### config.mk
export PLATFORM = sky130hd
export DESIGN_NAME = id_hazard_ctrl
export DESIGN_NICKNAME = d
export VERILOG_FILES = /design/src/rtl/id_hazard_ctrl.sv
export SDC_FILE = /design/constraint.sdc
export NUM_CORES = 1
export LEC_CHECK = 0
export CAP_MARGIN = 5
export CORE_AREA = 2 2 104 116
export CTS_BUF_LIST = sky130_fd_sc_hd__clkbuf_8
export DETAILED_ROUTE_END_ITERATION = 8
export DIE_AREA = 0 0 106 118
export PLACE_DENSITY = 0.75
export SLEW_MARGIN = 20
export SYNTH_ARGS = -nofsm -noshare
export SYNTH_HDL_FRONTEND = slang
export SYNTH_SLANG_ARGS = --single-unit
### constraint.sdc
create_clock -name i_clk -period 3.9 [get_ports i_clk]
set_clock_uncertainty 0.15 [all_clocks]
set_input_delay 0.78 -clock i_clk [delete_from_list [all_inputs] [get_ports i_clk]]
set_output_delay 0.78 -clock i_clk [all_outputs]
set_load 0.02 [all_outputs]
### src/rtl/id_hazard_ctrl.sv
// id_hazard_ctrl: decode-stage issue/stall controller with a per-register
// pending-write scoreboard, hazard stall and post-redirect flush window.
//
// Ports:
//   i_clk, i_reset        clock (rising edge), async active-high reset
//   i_issue_valid         IF/ID holds a valid instruction
//   i_issue_rs/rt         source registers (readSelect1/2)
//   i_issue_uses_rt       instruction reads rt
//   i_issue_writes/dest   instruction writes register dest
//   i_wb_valid/select     writeback retires a write (writeEnable/writeSelect)
//   i_flush               branch redirect pulse (PCSource)
//   o_issue_fire          instruction issues this cycle
//   o_stall               valid instruction held in IF/ID
//   o_busy                any pending write outstanding
//   o_state               RUN=0, STALL=1, FLUSH=2
//   o_stall_count         saturating stalled-cycle count
//
// Optional feature macro: HAZ_WB_BYPASS_EN
//   defined   : a counter retiring to zero this cycle is treated as free
//   undefined : hazards use the registered scoreboard only

module id_hazard_ctrl #(
    parameter int FLUSH_CYCLES = 2,
    parameter int CNT_W        = 2,
    parameter int STALL_CNT_W  = 16
) (
    input  logic                   i_clk,
    input  logic                   i_reset,
    input  logic                   i_issue_valid,
    input  logic [4:0]             i_issue_rs,
    input  logic [4:0]             i_issue_rt,
    input  logic                   i_issue_uses_rt,
    input  logic                   i_issue_writes,
    input  logic [4:0]             i_issue_dest,
    input  logic                   i_wb_valid,
    input  logic [4:0]             i_wb_select,
    input  logic                   i_flush,
    output logic                   o_issue_fire,
    output logic                   o_stall,
    output logic                   o_busy,
    output logic [1:0]             o_state,
    output logic [STALL_CNT_W-1:0] o_stall_count
);

    typedef enum logic [1:0] {
        ST_RUN   = 2'd0,
        ST_STALL = 2'd1,
        ST_FLUSH = 2'd2
    } state_t;

    localparam logic [CNT_W-1:0] CNT_MAX   = '1;
    localparam logic [2:0]       FCNT_LOAD = 3'(FLUSH_CYCLES - 1);

    // Scoreboard storage; register 0 has no counter.
    logic [CNT_W-1:0]       r_pend [1:31];
    logic [CNT_W-1:0]       w_pend [0:31];

    state_t                 r_state;
    state_t                 w_state_nxt;
    logic [2:0]             r_fcnt;
    logic [2:0]             w_fcnt_nxt;
    logic [STALL_CNT_W-1:0] r_stall_cnt;

    logic [31:0]            w_nz;
    logic [31:0]            w_max;
    logic [31:0]            w_retire0;
    logic [31:0]            w_src_busy;
    logic [31:0]            w_dst_full;

    logic                   w_hazard;
    logic                   w_fire;
    logic                   w_stall;
    logic                   w_inc_en;
    logic                   w_dec_en;

    // Flat view with a constant-zero entry for r0 so selects index cleanly.
    always_comb begin
        w_pend[0] = '0;
        for (int i = 1; i < 32; i++) begin
            w_pend[i] = r_pend[i];
        end
    end

    always_comb begin
        w_nz  = '0;
        w_max = '0;
        for (int i = 1; i < 32; i++) begin
            w_nz[i]  = (w_pend[i] != '0);
            w_max[i] = (w_pend[i] == CNT_MAX);
        end
    end

    // Registers whose last outstanding write retires this very cycle.
    always_comb begin
        w_retire0 = '0;
`ifdef HAZ_WB_BYPASS_EN
        for (int i = 1; i < 32; i++) begin
            w_retire0[i] = i_wb_valid
                        && (i_wb_select == 5'(i))
                        && (w_pend[i] == CNT_W'(1));
        end
`else
        w_retire0 = '0;
`endif
    end

    assign w_src_busy = w_nz  & ~w_retire0;
    assign w_dst_full = w_max & ~w_retire0;

    // Dest hazard only at saturation: the counter must never wrap.
    assign w_hazard = w_src_busy[i_issue_rs]
                    | (i_issue_uses_rt & w_src_busy[i_issue_rt])
                    | (i_issue_writes  & w_dst_full[i_issue_dest]);

    // The flush cycle itself is blocked even though state is still RUN.
    assign w_fire = ~i_reset
                  & i_issue_valid
                  & ~w_hazard
                  & (r_state != ST_FLUSH)
                  & ~i_flush;

    assign w_stall = ~i_reset & i_issue_valid & ~w_fire;

    assign w_inc_en = w_fire & i_issue_writes & (i_issue_dest != 5'd0);
    assign w_dec_en = i_wb_valid
                    & (i_wb_select != 5'd0)
                    & w_nz[i_wb_select];

    for (genvar g = 1; g < 32; g++) begin : g_pend
        logic w_inc_g;
        logic w_dec_g;

        assign w_inc_g = w_inc_en && (i_issue_dest == 5'(g));
        assign w_dec_g = w_dec_en && (i_wb_select  == 5'(g));

        // Simultaneous issue and retire of the same register cancel.
        always_ff @(posedge i_clk or posedge i_reset) begin
            if (i_reset) begin
                r_pend[g] <= '0;
            end else if (w_inc_g && !w_dec_g) begin
                r_pend[g] <= r_pend[g] + CNT_W'(1);
            end else if (w_dec_g && !w_inc_g) begin
                r_pend[g] <= r_pend[g] - CNT_W'(1);
            end
        end
    end

    always_ff @(posedge i_clk or posedge i_reset) begin
        if (i_reset) begin
            r_state <= ST_RUN;
            r_fcnt  <= 3'd0;
        end else begin
            r_state <= w_state_nxt;
            r_fcnt  <= w_fcnt_nxt;
        end
    end

    always_comb begin
        w_state_nxt = r_state;
        w_fcnt_nxt  = r_fcnt;
        unique case (r_state)
            ST_RUN: begin
                if (i_issue_valid && w_hazard) begin
                    w_state_nxt = ST_STALL;
                end
            end
            ST_STALL: begin
                if (!(i_issue_valid && w_hazard)) begin
                    w_state_nxt = ST_RUN;
                end
            end
            ST_FLUSH: begin
                if (r_fcnt == 3'd0) begin
                    w_state_nxt = ST_RUN;
                end else begin
                    w_fcnt_nxt = r_fcnt - 3'd1;
                end
            end
            default: begin
                w_state_nxt = ST_RUN;
                w_fcnt_nxt  = 3'd0;
            end
        endcase
        // Redirect wins over any hazard transition and restarts the window.
        if (i_flush) begin
            w_state_nxt = ST_FLUSH;
            w_fcnt_nxt  = FCNT_LOAD;
        end
    end

    always_ff @(posedge i_clk or posedge i_reset) begin
        if (i_reset) begin
            r_stall_cnt <= '0;
        end else if (w_stall && (r_stall_cnt != '1)) begin
            r_stall_cnt <= r_stall_cnt + STALL_CNT_W'(1);
        end
    end

    assign o_issue_fire  = w_fire;
    assign o_stall       = w_stall;
    assign o_busy        = |w_nz;
    assign o_state       = r_state;
    assign o_stall_count = r_stall_cnt;

endmodule
==> flow_summary.yaml <==
place:
  placement.setup.worst_slack_ps: -811
  dp_hpwl_um: 13900
  io_buffer_count: 47
  place_congestion: 0.955
  placed_cell_area_um2: 7370
  place_inst: 886
critical_path:
  timing.reg2reg.worst_path_depth: 13
  crit_arrival_ps: 2910
  startpoint_type: "input pin"
  critPathMaxFanout: 7
  timing.critical_path.to_type: "output pin"
  worstReg2RegEnd: "r_pend[23]"
  timing_worst_setup_path_type: "in -> out"
  timing.reg2reg.setup_slack_ps: 130
  critPathLaunch: "i_issue_rs[0]"
  r2r_start: "r_pend[43]"
  data_required_time_of_the_critical_path_ps: 2970
drt:
  drt-pass1-iter-count: 6
  antenna_violating_nets_post_route: 0
  route.vias.total: 5469
  detail_route.wl_per_cell_um: 20.1
  route.final.wire_length_um: 18100
  initialDrtViolationCount: 470
  drc: 0
  drt-vias-per-instance: 6.06
cts:
  post_cts_hold_buffer_count: 0
  cts.reportedPaths.clkPinSlew_ps: 100
  clk_root_buffer_cell: "clkbuf_8"
  cts_max_level: 3
  clk_latency_worst_skew_pair_ps: 390
  clkSinkCount: 83
  cts_tree: "built"
  num_cts_buffers: 9
  maximum_buffer_depth_of_the_clock_tree: 2
timing:
  whs_ps: 346
  period_minus_ws_final_ps: 3840
  timing_worst_slew_pin_value_ps: 759
  hold_violations: 0
  finalSetupViolations: 0
  relSlewSlack: 0.494
  min_period_over_period: 0.985
  setup_tns_final_ps: 0
  fmax_mhz: 260
  report.final.slew_viol_count: 0
  worst_slack_ps: 56.6
  grt_setup_unrepaired: "false"
synthesis:
  yosys_warnings: 0
  synth.largest_area_cell: "dfrtp_1"
  ys_async_sr_fraction: 1.00
  synth_seq_area_share: 0.342
  postSynthCellCount: 610
  yosys.area.top_type_share: 0.342
  synth_top_flop_cell: "dfrtp_1"
  synth_edf_count: 0
  netlist-cell-type-count: 62
  ys_seq_elements: 83
  avg_synthesized_cell_area_um2: 9.94
  mappedNetlistArea_um2: 6060
  post_synth_main_area_contributors: "dfrtp_1 (34%), xor2_1 (9.1%), mux4_2 (7.1%)"
  mappedNetlistNets: 671
finish:
  post_route_cells_drive_above_1_share: 0.276
  antennaDiodeCount: 0
  area_growth_syn_to_layout_pct: 26.1
  final_nets: 809
  final_area_um2: 7650
  layout.core_utilization: 0.675
  fillerInstances: 932
  layout_cells_excl_fill: 903
floorplan:
  placeableCoreArea_um2: 11300
  io_pins: 48
  start_util: 0.535
  die-height_um: 118
  site_row_count: 41
  die_area_um2: 12500
  horizontal_extent_of_the_die_um: 106
global_routing:
  grt_pass1_wl_um: 29000
  grt_max_degree: 84
  overflow: 0
  via_count_of_the_first_global_routing_pass: 5520
  grtUsageTotal: 0.301
  number_of_antenna_violations_at_the_first_check_in_global_routing: 1
run:
  max_cap_violations: 0
power:
  power_switching_mw: 1.31
  internal_power_mw: 2.04
  pwr_density_cell_nw_per_um2: 437
  swShare: 0.391
  pwr-share-comb: 0.424
  p_clk_frac: 0.203
  static-leakage-power_nw: 3.52
  sequential_power_share: 0.373
  vdd_ir_drop_max_mv: 0.212
  totalPowerFinal_mw: 3.34
hold_path:
  class_of_the_most_critical_hold_timing_path: "reg -> reg"
  timing.hold.worst_path_depth: 1
  hold_path_end: "o_stall_count[8]"
  timing.hold.worst.start: "o_stall_count[8]"
outcome:
  run_status: "finished, final reports clean"
## cell usage after synthesis (2+ instances only)
cell and instances:
nor2_1 81, nor2b_1 11, mux2_2 2, xnor2_1 43
a311oi_1 3, a31oi_1 2, ha_1 34, nor3_1 11
buf_6 5, nand4_1 16, nand3b_1 5, a32oi_1 2
mux4_2 19, nor4_1 7, inv_1 8, xor2_1 63
o21ai_0 10, nand4b_1 6, and3b_1 3, o41ai_1 2
o211a_1 2, nand2b_1 8, buf_2 8, o2111a_1 2
and2_1 6, and4_1 2, dfrtp_1 83, or3_1 4
nor3_2 9, nand2_1 44, clkbuf_1 10, and3_1 9
a21oi_1 12, or2_2 3, a211oi_1 10, nand3_1 22
nor4_2 15, buf_4 4
## critical path, stage by stage
cell,delay (ps)
dlygate4sd2_1,320
buf_6,180
mux4_2,510
a32oi_2,260
a31o_2,220
nor4_4,40
buf_4,130
a21oi_2,170
clkdlybuf4s15_2,280
## kinds of logic after synthesis
family / count (synthesis) / share of synthesized area
flip-flops: 83 / 0.342
AO/OA/AOI/OAI: 60 / 0.0761
adder cells (fa/ha/maj): 34 / 0.0701
multiplexers: 23 / 0.0784
AND/OR/NAND/NOR: 268 / 0.247
buffers and inverters: 36 / 0.0332
XOR/XNOR: 106 / 0.153
## worst max path at each step
stage,to,cells past startpoint
after floorplan,o_issue_fire,10
after global placement,o_issue_fire,10
after detailed placement,o_issue_fire,10
after CTS,o_stall,8
after global routing,r_pend[23],14
final,o_stall,9
## placed cells by master, fill, tap and decap left out, types with 3 or more instances in the layout
cell type / Yosys / layout
a21oi_1: 12 / 11
nor4_2: 15 / 16
clkbuf_2: 0 / 4
buf_4: 4 / 104
nor4_1: 7 / 5
or2_2: 3 / 3
nor3_1: 11 / 10
a211oi_2: 0 / 3
inv_6: 0 / 4
nor2b_1: 11 / 10
nand4b_1: 6 / 6
clkdlybuf4s50_1: 0 / 34
dfrtp_1: 83 / 83
nor3_2: 9 / 10
and2_1: 6 / 6
clkbuf_8: 0 / 9
and3_1: 9 / 9
nand4_1: 16 / 16
nand2_2: 1 / 3
o21ai_0: 10 / 10
nor2_1: 81 / 79
inv_1: 8 / 7
nand3_1: 22 / 22
xor2_1: 63 / 63
a311oi_1: 3 / 3
nand2_1: 44 / 42
or3_1: 4 / 4
ha_1: 34 / 34
a211oi_1: 10 / 7
mux4_2: 19 / 19
and3b_1: 3 / 3
xnor2_1: 43 / 43
nand3b_1: 5 / 5
dlygate4sd2_1: 0 / 5
nand2b_1: 8 / 6
buf_6: 5 / 3
## cell type report
cell class | count | area (um^2) | share of cell area
Sequential cell | 83 | 2080 | 0.272
Clock inverter | 7 | 81.3 | 0.0106
Inverter | 8 | 33.8 | 0.00442
Tap cell | 150 | 188 | 0.0245
Timing Repair Buffer | 155 | 1270 | 0.166
Multi-Input combinational cell | 491 | 3870 | 0.506
Clock buffer | 9 | 124 | 0.0162
## power groups by stage
stage / combinational [mW] / sequential, mW / clock (mW)
3_5_place_dp: 1.37 / 1.26 / 0
6_report: 1.42 / 1.25 / 0.678
4_1_cts: 1.38 / 1.24 / 0.692
2_1_floorplan: 0.706 / 1.28 / 0
3_3_place_gp: 1.33 / 1.24 / 0
5_1_grt: 1.50 / 1.27 / 0.727
## routing by layer
metal,track usage,wire length (um),up-vias
li1,-,-,2462
met1,0.407,7440,2671
met2,0.480,8670,286
met3,0.0520,1420,50
met4,0.118,585,0
met5,0,0,-
## registers in the layout, indices dropped and copies added (netlist names)
name / count
r_pend: 62
o_stall_count: 16
r_fcnt: 3
o_state: 2
## what timing repair did
action | in CTS | in global routing
gates resized for setup | 32 | 22
buffers inserted | 0 | 1
setup endpoints to repair | 58 | 30
hold endpoints to repair | 0 | 0
pin swaps | 1 | 1
No activity file was read; power rests on OpenSTA's default activity.
==> RTL change 1: new RTL, same flow settings <==
Change the parameter `STALL_CNT_W` from 16 to 32.
--- a/src/rtl/id_hazard_ctrl.sv
+++ b/src/rtl/id_hazard_ctrl.sv
@@ -24,3 +24,3 @@
     parameter int CNT_W        = 2,
-    parameter int STALL_CNT_W  = 16
+    parameter int STALL_CNT_W  = 32
 ) (
Interface: changed (resized o_stall_count); port bits go from 48 to 64. No check against the original RTL was run, so the function may have changed too.
==> RTL change 1 against the unedited design <==
Count of clock-buffer cells in the layout stayed put. Wire length is 9.6% higher. Area after synthesis is 13% higher. Sequential share of layout area is 2.1 points higher. Critical path depth stayed put. Die area stayed put. Total power is 27% higher. Setup slack better by 0.042 ns. Global-route usage is 2.7 points higher. Sequential cell count is 16 higher. Cell area is 11% higher. Maximum frequency is 1.1% higher.
==> RTL change 1: results <==
set metrics [dict create \
    status "finished, final reports clean" \
    grt_max_degree 55 \
    clk_latency_ns 0.40 \
    arrival_ns 2.87 \
    synth_xor_area_share_pct 15.77 \
    min_path_cells 1 \
    synth_common_cells "107 x nor2_1, 99 x dfrtp_1, 91 x xor2_1, 73 x nand2_1, 41 x nor3_1" \
    muxShareOfSynthArea_pct 5.789 \
    synth_flop_cell "dfrtp_1" \
    reg2reg_slack_ns 0.34 \
    fin_nets 918 \
    place_hpwl_um 15130 \
    num_vias 6244 \
    largest_reg_flops 62 \
    min-delay-start "o_stall_count[15]$_DFFE_PP0P_" \
    drive_above_1_share_pct 18.79 \
    fillers 833 \
    first_iter_violations 685 \
    diodes 0 \
    fin_hold_ws_ns 0.3445 \
    p_leak_nw 3.979 \
    cts_buffer_depth 2 \
    r2r_end "r_pend[59]$_DFFE_PP0P_" \
    synthArstFlopShare_pct 100.0 \
    gr-usage-all-layers_pct 32.81 \
    synthTopCellsByArea "dfrtp_1 36%, xor2_1 12%, ha_1 6.2%" \
    clock-root-buffer "clkbuf_8" \
    reg2reg_depth 14 \
    hold_end "o_stall_count[15]$_DFFE_PP0P_" \
    crit_end "o_stall" \
    worst_pin_slew_ns 0.6951 \
    clk_pin_slew_ns 0.11 \
    firstDrtPassIters 6 \
    grt_pass1_wl_um 31970 \
    post-place-ws_ns -0.7463 \
    yosysWarnings 0 \
    yosys.cell_types.count 59 \
    hold_path_class "register to register" \
    regMostFlops "r_pend" \
    critical_path.max_fanout 4 \
    routabilityCongestion 1.024 \
    startpoint "i_issue_dest[3]" \
    r2r-start "r_pend[30]$_DFFE_PP0P_" \
    wl_met1_um 7944 \
    synth_compound_area_share_pct 6.778 \
    setup_ws_ns 0.09877 \
    cts_made_buffers 9 \
    cts-htree-levels 3 \
    port_buffers 63 \
    grt_antenna_before_repair 0 \
    topRoutingLayerUsed "met4" \
    wl_met2_um 9731 \
    syn_nets 799 \
    wl_met3_um 1391 \
    wl_um 19840 \
    synthAdderAreaFrac_pct 6.228 \
    ys_seq_area_share_pct 36.27 \
    ir_drop_uv 318.5 \
]
RTL change 1: what timing repair did:
item | 4_1_cts | 5_1_grt
pin swaps | 5 | 7
endpoints found under the setup margin | 28 | 33
gates resized for setup | 32 | 21
hold buffers | 0 | 0
setup buffers | 3 | 2
hold endpoints to repair | 0 | 0
RTL change 1: routing by layer:
metal | track usage [%] | vias to the layer above
li1 | - | 2844
met1 | 42.53 | 3024
met2 | 54.88 | 311
met3 | 4.208 | 65
met4 | 14.56 | 0
met5 | 0 | -
RTL change 1: cell type report:
type	count	area (um2)	area share, %
clock buffers	9	123.9	1.461
clock inverters	7	82.58	0.9743
inverters	15	60.06	0.7086
multi-input cells	589	4280	50.50
flip-flops and latches	99	2477	29.23
well taps	150	187.7	2.214
repair buffers	143	1264	14.91
RTL change 1: worst max-delay path, stage by stage:
cell and delay (ns):
dlygate4sd2_1 0.29, nor2b_1 0.16, a41o_1 0.25, or4_4 0.43, nor4_4 0.36, o21ai_1 0.12
and4_1 0.23, nor2_2 0.12, buf_6 0.13
RTL change 1: cells by family (layout without fill, tap and decap cells):
group | Yosys count | after routing
AO/OA/AOI/OAI | 65 | 65
adder cells (fa/ha/maj) | 34 | 34
AND/OR/NAND/NOR | 346 | 346
multiplexers | 21 | 21
buffers and inverters | 50 | 174
flip-flops | 99 | 99
XOR/XNOR | 123 | 123
RTL change 1: power breakdown:
part / switching [mW] / total [mW] / internal [mW]
combinational: 0.872 / 1.70 / 0.826
clock: 0.403 / 0.710 / 0.307
sequential: 0.499 / 1.84 / 1.34
total: 1.77 / 4.25 / 2.47
RTL change 1: through the flow:
stage / instances / cell area [um2]
after global routing: 1012 / 8476
after floorplan: 738 / 6834
after detailed placement: 991 / 8068
final: 1012 / 8476
after global placement: 991 / 8068
after CTS: 1010 / 8387
==> RTL change 2: new RTL, same flow settings <==
Made on the original files. Register the output `o_stall_count` once more, cleared by the reset; this adds one clock of latency there. The other outputs are not delayed to match. Comments in the files are not updated.
--- a/src/rtl/id_hazard_ctrl.sv
+++ b/src/rtl/id_hazard_ctrl.sv
@@ -202,3 +202,9 @@
     assign o_state       = r_state;
-    assign o_stall_count = r_stall_cnt;
+    always_ff @(posedge i_clk or posedge i_reset) begin
+        if (i_reset) begin
+            o_stall_count <= '0;
+        end else begin
+            o_stall_count <= r_stall_cnt;
+        end
+    end
 
Formal check against the unedited RTL: not equivalent (Yosys sat finds a counterexample within 4 cycles, from zero or initial values and one cycle with i_reset high).
==> RTL change 2 against the unedited design <==
Critical path depth grew 1. Clock power is 7.7% higher. Area after synthesis up 2.9%. Wire length rose by 2.0%. Largest power group is now registers. Critical endpoint unchanged. Largest cell class unchanged. Sequential cell count is 16 higher. Sequential power is 39% higher. Critical path type unchanged. Cell area up 1.3%. Global-route usage up 0.59 points. Setup slack better by 0.024 ns. Total power rose by 20%.
==> RTL change 2: results <==
set metrics [dict create \
    ys_seq_area_share_pct 39.71 \
    routabilityCongestion 1.021 \
    r2r_end "r_pend[35]$_DFFE_PP0P_" \
    status "finished, final reports clean" \
    ir_drop_uv 323.9 \
    grt_pass1_vias 5531 \
    max_stage_delay_ns 0.48 \
    place_hpwl_um 14060 \
    startpoint "i_issue_rs[2]" \
    synthAdderAreaFrac_pct 6.819 \
    met1_usage_pct 38.22 \
    reg2reg_slack_ns 0.35 \
    worst_pin_slew_ns 0.6730 \
    min-delay-start "r_stall_cnt[9]$_DFFE_PP0P_" \
    gr-usage-all-layers_pct 30.65 \
    first_iter_violations 426 \
    hold_end "o_stall_count[9]$_DFF_PP0_" \
    wl_per_cell_um 20.28 \
    arrival_ns 2.89 \
    critical_path.max_fanout 6 \
    yosys.cell_types.count 61 \
    drive_above_1_share_pct 18.92 \
    grt_util_met3_pct 5.592 \
    reg2reg_depth 14 \
    grt_pass1_wl_um 29180 \
    grt_max_degree 59 \
]
==> RTL change 2: cell types whose count changed in the layout (fill, tap and decap cells not counted), sizes merged, moves of 6 or more <==
cell     change
dfrtp       +16
buf         -26
nor3        +16
a2111oi      +7
a211oi       -7
a21oi        +6
inv          +7
nand2       +18
==> RTL change 2: cells by family after synthesis <==
kind of cell	after synthesis
XOR/XNOR	107
AND/OR/NAND/NOR	279
multiplexers	20
adder cells (fa/ha/maj)	34
flip-flops	99
buffers and inverters	43
AO/OA/AOI/OAI	62
==> RTL change 2: metal layers <==
| layer | vias up | part of all wire, % |
|---|---|---|
| met2 | 262 | 48 |
| met5 | - | 0 |
| met3 | 78 | 6.5 |
| li1 | 2505 | - |
| met4 | 0 | 5.5 |
| met1 | 2583 | 40 |
==> RTL change 2: how the worst max path moves through the flow <==
| stage | endpoint | slack [ns] | cells after the start |
|---|---|---|---|
| CTS | o_stall | 0.02 | 12 |
| detailed placement | o_stall | -0.69 | 10 |
| finish | o_stall | 0.08 | 10 |
| global route | o_stall | -0.005 | 10 |
| global placement | o_stall | -0.67 | 10 |
| floorplan | o_issue_fire | 0.11 | 11 |
==> RTL change 2: what timing repair did <==
item | in CTS | in global routing
hold buffers | 0 | 0
resized for setup | 27 | 19
endpoints found under the setup margin | 18 | 22
pin swaps | 6 | 7
buffers inserted | 3 | 1
==> RTL change 2: where the power goes <==
group | switching [mW] | total, mW | internal (mW)
combinational | 0.817 | 1.53 | 0.717
clock | 0.416 | 0.730 | 0.314
sequential | 0.408 | 1.74 | 1.33
==> RTL change 2: layout make-up <==
cell class,instances,area [um2],area share [%]
multi-input cells,502,3701,47.76
inverters,15,58.81,0.7589
well taps,150,187.7,2.422
flip-flops and latches,99,2477,31.97
clock inverters,7,93.84,1.211
repair buffers,129,1106,14.27
clock buffers,9,123.9,1.599
==> RTL change 2: worst max-delay path: cells and delay by family <==
kind	cells	cell delay, ns
simple gates	4	0.65
buf+inv	3	0.67
compound gates	2	0.31
mux	1	0.48
==> RTL change 2: metrics by stage <==
step	power, mW	cells	hold slack [ns]	cell area, um2	util, %
floorplan	2.593	644	0.2037	6238	-
global placement	3.164	891	0.2094	7383	65.13
detailed placement	3.199	891	0.2245	7383	65.13
CTS	3.943	910	0.2407	7655	67.52
global route	4.197	911	0.2776	7749	68.35
finish	4.003	911	0.2375	7749	68.35
